[config.mk]
export PLATFORM = sky130hd
export DESIGN_NAME = corefifo_rd_ptr_status_flat
export DESIGN_NICKNAME = d
export VERILOG_FILES = /design/src/rtl/corefifo_rd_ptr_status_if.sv /design/src/rtl/corefifo_rd_ptr_status.sv /design/src/flat_wrapper.sv
export SDC_FILE = /design/constraint.sdc
export NUM_CORES = 1
export LEC_CHECK = 0
export ABC_AREA = 1
export BUFFER_PORTS_ARGS = -buffer_cell sky130_fd_sc_hd__buf_2
export CAP_MARGIN = 0
export CORE_MARGIN = 2
export CORE_UTILIZATION = 25
export CTS_BUF_LIST = sky130_fd_sc_hd__clkbuf_4 sky130_fd_sc_hd__clkbuf_8
export DETAILED_ROUTE_END_ITERATION = 10
export SLEW_MARGIN = 30
export SYNTH_ARGS = -nofsm -noshare
export SYNTH_HDL_FRONTEND = slang
export SYNTH_SLANG_ARGS = --single-unit
export TNS_END_PERCENT = 100
[constraint.sdc]
create_clock -name clk -period 2.14 [get_ports clk]
set_clock_uncertainty 0.15 [all_clocks]
set_input_delay 0.428 -clock clk [delete_from_list [all_inputs] [get_ports clk]]
set_output_delay 0.428 -clock clk [all_outputs]
set_load 0.03 [all_outputs]
[src/rtl/corefifo_rd_ptr_status_if.sv]
// Read-side FIFO pointer/status bundle.
// The underflow signal exists only when RD_UNDERFLOW_EN is defined.
interface corefifo_rd_ptr_status_if #(
    parameter int ADDRWIDTH = 3
);
    logic                 re;
    logic [ADDRWIDTH:0]   wptr_bin_sync;
    logic [ADDRWIDTH-1:0] raddr;
    logic [ADDRWIDTH:0]   rptr_gray;
    logic                 empty;
    logic                 almost_empty;
    logic [ADDRWIDTH:0]   rd_cnt;
    logic                 dvld;
`ifdef RD_UNDERFLOW_EN
    logic                 underflow;
`endif

    modport master (
        output re, wptr_bin_sync,
        input  raddr, rptr_gray, empty, almost_empty, rd_cnt, dvld
`ifdef RD_UNDERFLOW_EN
        , input underflow
`endif
    );

    modport slave (
        input  re, wptr_bin_sync,
        output raddr, rptr_gray, empty, almost_empty, rd_cnt, dvld
`ifdef RD_UNDERFLOW_EN
        , output underflow
`endif
    );
endinterface

[src/rtl/corefifo_rd_ptr_status.sv]
// Read pointer, Gray pointer and status flags of the async FIFO read side.
// Optional RD_UNDERFLOW_EN adds a registered underflow pulse.
module corefifo_rd_ptr_status #(
    parameter int ADDRWIDTH = 3,
    parameter int AEVAL     = 1
) (
    input logic                    clk,
    input logic                    reset_n,
    corefifo_rd_ptr_status_if.slave bus
);
    localparam logic [ADDRWIDTH:0] AE_TH = (ADDRWIDTH+1)'(AEVAL);
    localparam logic [ADDRWIDTH:0] ONE   = (ADDRWIDTH+1)'(1);

    logic [ADDRWIDTH:0] rptr_bin;
    logic [ADDRWIDTH:0] rptr_next;
    logic [ADDRWIDTH:0] cnt_next;
    logic [ADDRWIDTH:0] rptr_gray_q;
    logic [ADDRWIDTH:0] rd_cnt_q;
    logic               empty_q;
    logic               almost_empty_q;
    logic               dvld_q;
    logic               rd_ok;

    // Flags look at the post-read pointer so the draining read
    // raises empty on the very next edge.
    always_comb begin
        rd_ok     = bus.re & ~empty_q;
        rptr_next = rd_ok ? rptr_bin + ONE : rptr_bin;
        cnt_next  = bus.wptr_bin_sync - rptr_next;
    end

    always_ff @(posedge clk or negedge reset_n) begin
        if (!reset_n) begin
            rptr_bin       <= '0;
            rptr_gray_q    <= '0;
            rd_cnt_q       <= '0;
            empty_q        <= 1'b1;
            almost_empty_q <= 1'b1;
            dvld_q         <= 1'b0;
        end else begin
            rptr_bin       <= rptr_next;
            rptr_gray_q    <= rptr_next ^ (rptr_next >> 1);
            rd_cnt_q       <= cnt_next;
            empty_q        <= (cnt_next == '0);
            almost_empty_q <= (cnt_next <= AE_TH);
            dvld_q         <= rd_ok;
        end
    end

`ifdef RD_UNDERFLOW_EN
    logic underflow_q;

    always_ff @(posedge clk or negedge reset_n) begin
        if (!reset_n) underflow_q <= 1'b0;
        else          underflow_q <= bus.re & empty_q;
    end

    assign bus.underflow = underflow_q;
`endif

    assign bus.raddr        = rptr_bin[ADDRWIDTH-1:0];
    assign bus.rptr_gray    = rptr_gray_q;
    assign bus.rd_cnt       = rd_cnt_q;
    assign bus.empty        = empty_q;
    assign bus.almost_empty = almost_empty_q;
    assign bus.dvld         = dvld_q;
endmodule

[src/flat_wrapper.sv]
// flat-port wrapper written by rule: the top's interface ports become plain ports
module corefifo_rd_ptr_status_flat 
#(
    parameter int ADDRWIDTH = 3,
    parameter int AEVAL     = 1
)
  (clk, reset_n, bus_re, bus_wptr_bin_sync, bus_raddr, bus_rptr_gray, bus_empty, bus_almost_empty, bus_rd_cnt, bus_dvld);
  corefifo_rd_ptr_status_if #(.ADDRWIDTH(ADDRWIDTH)) bus_i ();
  input logic clk;
  input logic reset_n;
  input wire logic [$bits(bus_i.re)-1:0] bus_re;
  input wire logic [$bits(bus_i.wptr_bin_sync)-1:0] bus_wptr_bin_sync;
  output wire logic [$bits(bus_i.raddr)-1:0] bus_raddr;
  output wire logic [$bits(bus_i.rptr_gray)-1:0] bus_rptr_gray;
  output wire logic [$bits(bus_i.empty)-1:0] bus_empty;
  output wire logic [$bits(bus_i.almost_empty)-1:0] bus_almost_empty;
  output wire logic [$bits(bus_i.rd_cnt)-1:0] bus_rd_cnt;
  output wire logic [$bits(bus_i.dvld)-1:0] bus_dvld;
  assign bus_i.re = bus_re;
  assign bus_i.wptr_bin_sync = bus_wptr_bin_sync;
  assign bus_raddr = bus_i.raddr;
  assign bus_rptr_gray = bus_i.rptr_gray;
  assign bus_empty = bus_i.empty;
  assign bus_almost_empty = bus_i.almost_empty;
  assign bus_rd_cnt = bus_i.rd_cnt;
  assign bus_dvld = bus_i.dvld;
  corefifo_rd_ptr_status #(.ADDRWIDTH(ADDRWIDTH), .AEVAL(AEVAL)) u_core (.clk(clk), .reset_n(reset_n), .bus(bus_i));
endmodule
==> out/qor.yml, run 1 <==
job:
  cap_violations: 0
place:
  place.gp.congestion: 0.797
  port_buffers: 20
  dpl.hpwl_mm: 1.19
  place_ws_ps: -22.4
worst_setup_path:
  critPathMaxStageDelay_ps: 560
  cp.arrival_ps: 2080
  critPathSlowestCell: "dfstp_2"
  crit_fanout: 4
  crit_type: "reg -> reg"
  crit_chain: "inv_4 -> nand2_8 -> inv_4 -> nand2_4 -> xor2_2 -> ha_1 -> inv_2 -> buf_6 -> xor2_4 -> nand2_1 -> nor2_2"
  endpoint_kind: "flop"
  worstPathRequired_ps: 2210
  rrSetupSlack_ps: 130
  start_kind: "flop"
  cpMostUsedCell: "inv_4"
route:
  postRouteAntennaNets: 0
  vias_per_cell: 4.24
  drtPass1Iterations: 4
  drtIter0Drc: 9
  wire_per_inst_um: 11.1
  vias: 606
  drc_errors: 0
  wl_mm: 1.58
timing:
  period_share: 0.940
  hold_viol: 0
  tightestPinTransition_ps: 323
  setup_viol: 0
  slew_violations: 0
  maxSlewHeadroom: 0.785
  min_period_ps: 2010
  setup_ws_ps: 128
  fmax_ghz: 0.497
  tns_ps: 0
global_routing:
  grt-ovfl-total: 0
  grt_pass1_vias: 603
  track_usage: 0.0954
  grt_pass1_wl_mm: 2.47
  antenna_found_initial: 0
  grt_max_degree: 15
floorplan:
  core_um2: 2810
  fp.dieW_um: 59.0
  ios: 21
  dieArea_um2: 3480
  die_h_um: 59.0
  initial_core_util: 0.270
  num_rows: 19
min_path:
  hp-class: "in -> reg"
clocking:
  clkLatencyLatePin_ps: 280
  clkSlewWorstSetupHoldPaths_ps: 80
  clock_sink_count: 14
  clockRootBuffer: "clkbuf_4"
  cts_buffers: 3
  cts_max_path_buffers: 2
  cts.htree.levels: 1
  cts_tree: "built"
power_and_ir_drop:
  leakage_nw: 0.575
  ir_drop_mv: 0.703
  p_per_area_nw_per_um2: 1770
yosys:
  netlist_area_um2: 757
  synthCells: 79
  yosysSeqAreaShare: 0.466
  synth_warnings: 0
  ys_seq_elements: 14
  syn_area_per_cell_um2: 9.58
  yosys.cell_types.count: 18
  syn_nets: 90
layout:
  antenna_cells: 0
  syn2layout_area_growth_pct: 45.3
  drive_above_1_share: 0.589
  fin_nets: 124
run_status:
  outcome: "completed"
## what timing repair did
item	4_1_cts	5_1_grt
hold endpoints to repair	12	0
hold buffers	1	0
pin swaps	0	9
setup endpoints to repair	2	4
buffers inserted	0	4
gates resized for setup	1	21
## state kept, by name (all words and copies together), names as in the netlist, named ones only
signal / cells
u_core.bus.almost_empty: 1
u_core.bus.dvld: 1
u_core.bus.empty: 1
u_core.bus.rd_cnt: 4
u_core.bus.rptr_gray: 3
u_core.rptr_bin: 3
## layout make-up
class	count	area, µm²
Timing Repair Buffer	29	174
Clock buffer	4	30.0
Tap cell	31	38.8
Multi-Input combinational cell	46	427
Inverter	19	76.3
Fill cell	294	1710
Sequential cell	14	354
## power by group
| part | leakage (nW) | switching (mW) | internal [mW] |
|---|---|---|---|
| logic | 0.395 | 0.802 | 0.523 |
| registers | 0.162 | 0.0582 | 0.398 |
| clock network | 0.0184 | 0.0821 | 0.0850 |
| total | 0.575 | 0.943 | 1.01 |
## worst max-delay path, delay by kind of cell (launching register included)
kind | cells | cell delay (ps)
XOR/XNOR | 2 | 340
flip-flops | 1 | 560
AND/OR/NAND/NOR | 4 | 310
adder cells (fa/ha/maj) | 1 | 280
buffers and inverters | 4 | 300
## layout by cell type (no fill, tap or decap), drive strengths merged
cell type	count
nand3	9
nand2	18
xnor3	1
nand4	1
xnor2	3
o21ai	1
dfrtp	12
ha	4
dlygate4sd3	1
inv	19
xor2	3
dfstp	2
nor2	6
buf	28
clkbuf	4
## kinds of logic after synthesis
group | Yosys count | synth area share
adder cells (fa/ha/maj) | 4 | 0.0661
AO/OA/AOI/OAI | 1 | 0.0116
XOR/XNOR | 7 | 0.119
flip-flops | 14 | 0.466
buffers and inverters | 19 | 0.0942
AND/OR/NAND/NOR | 34 | 0.243
## through the flow
stage	utilization	instance area [µm²]	hold WS, ps	cells	power [mW]
finish	0.392	1100	350	143	1.95
global placement	0.332	932	188	134	1.56
global route	0.392	1100	380	143	2.11
CTS	0.349	980	335	139	1.76
floorplan	-	763	-17.6	79	1.27
detailed placement	0.332	932	194	134	1.58
## layer usage
layer | share of wire | track usage | routed length [µm] | vias up
met2 | 0.55 | 0.171 | 869 | 18
met4 | 0.0051 | 0.00974 | 8 | 0
li1 | - | - | - | 300
met3 | 0.049 | 0.0415 | 78 | 2
met5 | 0 | 0 | 0 | -
met1 | 0.39 | 0.108 | 624 | 286
## cell usage after synthesis
cell type  count  share of area
dfstp_2        2          0.069
xor2_2         2          0.043
nand3_1        7          0.046
nand2_2        8          0.066
nand3_2        2          0.026
nand2_1        9          0.045
inv_1         18          0.089
nor2_1         4          0.020
dfrtp_1       12           0.40
o21ai_2        1          0.012
nor2_2         2          0.017
xnor2_1        3          0.035
ha_1           4          0.066
nand4_1        1         0.0083
xor2_1         1          0.012
inv_2          1         0.0050
xnor3_1        1          0.030
nand2_4        1          0.015
## path summary, 6_finish.rpt
kind                                         startpoint                                 to  depth (start not counted)
setup / recovery             u_core.bus.empty$_DFF_PN1_  u_core.bus.almost_empty$_DFF_PN1_                         11
hold / removal                     bus_wptr_bin_sync[3]         u_core.bus.empty$_DFF_PN1_                          6
setup reg to reg             u_core.bus.empty$_DFF_PN1_  u_core.bus.almost_empty$_DFF_PN1_                         11
hold reg to reg            u_core.rptr_bin[3]$_DFF_PN0_       u_core.rptr_bin[3]$_DFF_PN0_                          2
max in group asynchronous                       reset_n         u_core.bus.empty$_DFF_PN1_                          2
min in group asynchronous                       reset_n     u_core.bus.rd_cnt[1]$_DFF_PN0_                          2
(Power assumes the default switching activity.)
==> run 2, diff against run 1 <==
CORE_MARGIN = 3   (was 2)
==> run 2 against run 1 <==
Effect of this change: first-iteration DRC count down 11%; sequential share of layout area up 1.2 points; routed wire length down 6.5%; clock-buffer cell count unchanged; total power down 5.1%; fmax down 1.5%; worst hold slack worse by 40 ps; sequential power about the same.
==> out/qor.yml, run 2 (synthesized netlist as in run 1, its figures left out) <==
run_status:
  outcome: "completed"
clocking:
  clockRootBuffer: "clkbuf_4"
  clkLatencyLatePin_ps: 290
  clock_sink_count: 14
  cts_tree: "built"
  clkSlewWorstSetupHoldPaths_ps: 90
  cts_max_path_buffers: 2
  cts.htree.levels: 1
  cts_buffers: 3
worst_setup_path:
  critPathSlowestCell: "dfrtp_1"
  crit_chain: "ha_1 -> nand3_2 -> nand3_2 -> nand2_1 -> inv_1 -> ha_1 -> inv_1 -> nand2_2 -> xor2_2 -> nand3_2 -> nor2_2"
  cp.arrival_ps: 2120
  endpoint_kind: "flop"
  critPathMaxStageDelay_ps: 400
  cpMostUsedCell: "nand3_2"
  cp_top_family: "simple AND/OR/NAND/NOR gates"
  crit_buf_inv: 2
  start_kind: "flop"
  crit_type: "reg -> reg"
  crit_fanout: 3
  worstPathRequired_ps: 2220
layout:
  final_core_util: 0.375
  fin_nets: 121
  largest_reg_flops: 4
  register_area_um2: 354
  multiInputGateArea_um2: 414
  layout_commonest_cell: "buf_2"
  syn2layout_area_growth_pct: 40.2
  n_fill_cell: 300
  drive_above_1_share: 0.550
  final_cell_mix: "buf_2, inv_1, dfrtp_1"
  fin_cells: 140
  antenna_cells: 0
timing:
  tightestPinTransition_ps: 314
  min_period_ps: 2040
  maxSlewHeadroom: 0.790
  hold_viol: 0
  period_share: 0.954
  slew_violations: 0
  fmax_ghz: 0.490
  setup_viol: 0
power_and_ir_drop:
  p_per_area_nw_per_um2: 1740
  leakage_nw: 0.558
  ir_drop_mv: 0.384
floorplan:
  ios: 21
  initial_core_util: 0.268
  dieArea_um2: 3720
  num_rows: 19
  fp.dieW_um: 61.0
  die_h_um: 61.0
  core_um2: 2830
global_routing:
  grt_pass1_wl_mm: 2.42
  grt-ovfl-total: 0
  grt_max_degree: 15
  track_usage: 0.0891
  antenna_found_initial: 0
  grt_pass1_vias: 588
place:
  placedCellCount: 134
  place.gp.congestion: 0.765
  dpl.hpwl_mm: 1.19
  port_buffers: 20
route:
  wl_mm: 1.48
  postRouteAntennaNets: 0
  vias_per_cell: 4.12
  vias: 577
  wire_per_inst_um: 10.6
  drtIter0Drc: 8
  drtPass1Iterations: 4
  drc_errors: 0
min_path:
  hp-class: "in -> reg"
job:
  cap_violations: 0
-- run 2: where the power goes --
part | switching [mW] | total (mW) | internal [mW]
logic | 0.749 | 1.22 | 0.468
clock network | 0.0880 | 0.173 | 0.0852
registers | 0.0598 | 0.457 | 0.398
total | 0.897 | 1.85 | 0.951
-- run 2: routing by layer --
layer,up-vias,GRT usage,wire [µm]
met4,0,0.0650,34
li1,294,-,-
met1,265,0.109,657
met2,15,0.145,731
met5,-,0,0
met3,3,0.00839,54
-- run 2: timing repair --
action | 4_1_cts | 5_1_grt
endpoints found under the hold margin | 12 | 0
hold buffers | 1 | 0
gates resized for setup | 0 | 16
buffers inserted | 0 | 1
setup endpoints to repair | 0 | 3
-- run 2: area by class of cell --
class,instances,share of cell area
clock buffers,4,0.0283
repair buffers,26,0.139
inverters,19,0.0719
well taps,31,0.0366
flip-flops and latches,14,0.334
multi-input cells,46,0.390
-- run 2: path summary, 6_finish.rpt --
| kind | startpoint | end | slack, ps | cells after the start |
|---|---|---|---|---|
| setup / recovery | u_core.rptr_bin[0]$_DFF_PN0_ | u_core.bus.empty$_DFF_PN1_ | 100 | 11 |
| hold / removal | bus_re | u_core.bus.dvld$_DFF_PN0_ | 310 | 3 |
| setup reg to reg | u_core.rptr_bin[0]$_DFF_PN0_ | u_core.bus.empty$_DFF_PN1_ | 100 | 11 |
| hold reg to reg | u_core.rptr_bin[3]$_DFF_PN0_ | u_core.rptr_bin[3]$_DFF_PN0_ | 460 | 2 |
| max in group asynchronous | reset_n | u_core.bus.almost_empty$_DFF_PN1_ | 1140 | 2 |
| min in group asynchronous | reset_n | asynchronous set/reset pin | 410 | 2 |
-- run 2: through the flow --
| step | power, mW | setup WS [ps] | setup TNS (ps) | instance area, µm² | hold WS [ps] |
|---|---|---|---|---|---|
| floorplan | 1.27 | 8.12 | 0 | 763 | -17.6 |
| global placement | 1.56 | 55.8 | 0 | 932 | 184 |
| detailed placement | 1.58 | 29.1 | 0 | 932 | 193 |
| CTS | 1.76 | 58.4 | 0 | 972 | 302 |
| global route | 2.01 | -1.92 | -1.92 | 1060 | 310 |
| finish | 1.85 | 97.6 | 0 | 1060 | 309 |
-- run 2: worst register-to-register path, stage by stage, from the launching register on --
cell	delay (ps)
dfrtp_1	400
ha_1	330
nand3_2	110
nand3_2	110
nand2_1	110
inv_1	50
ha_1	180
inv_1	60
nand2_2	60
xor2_2	210
nand3_2	100
nor2_2	100
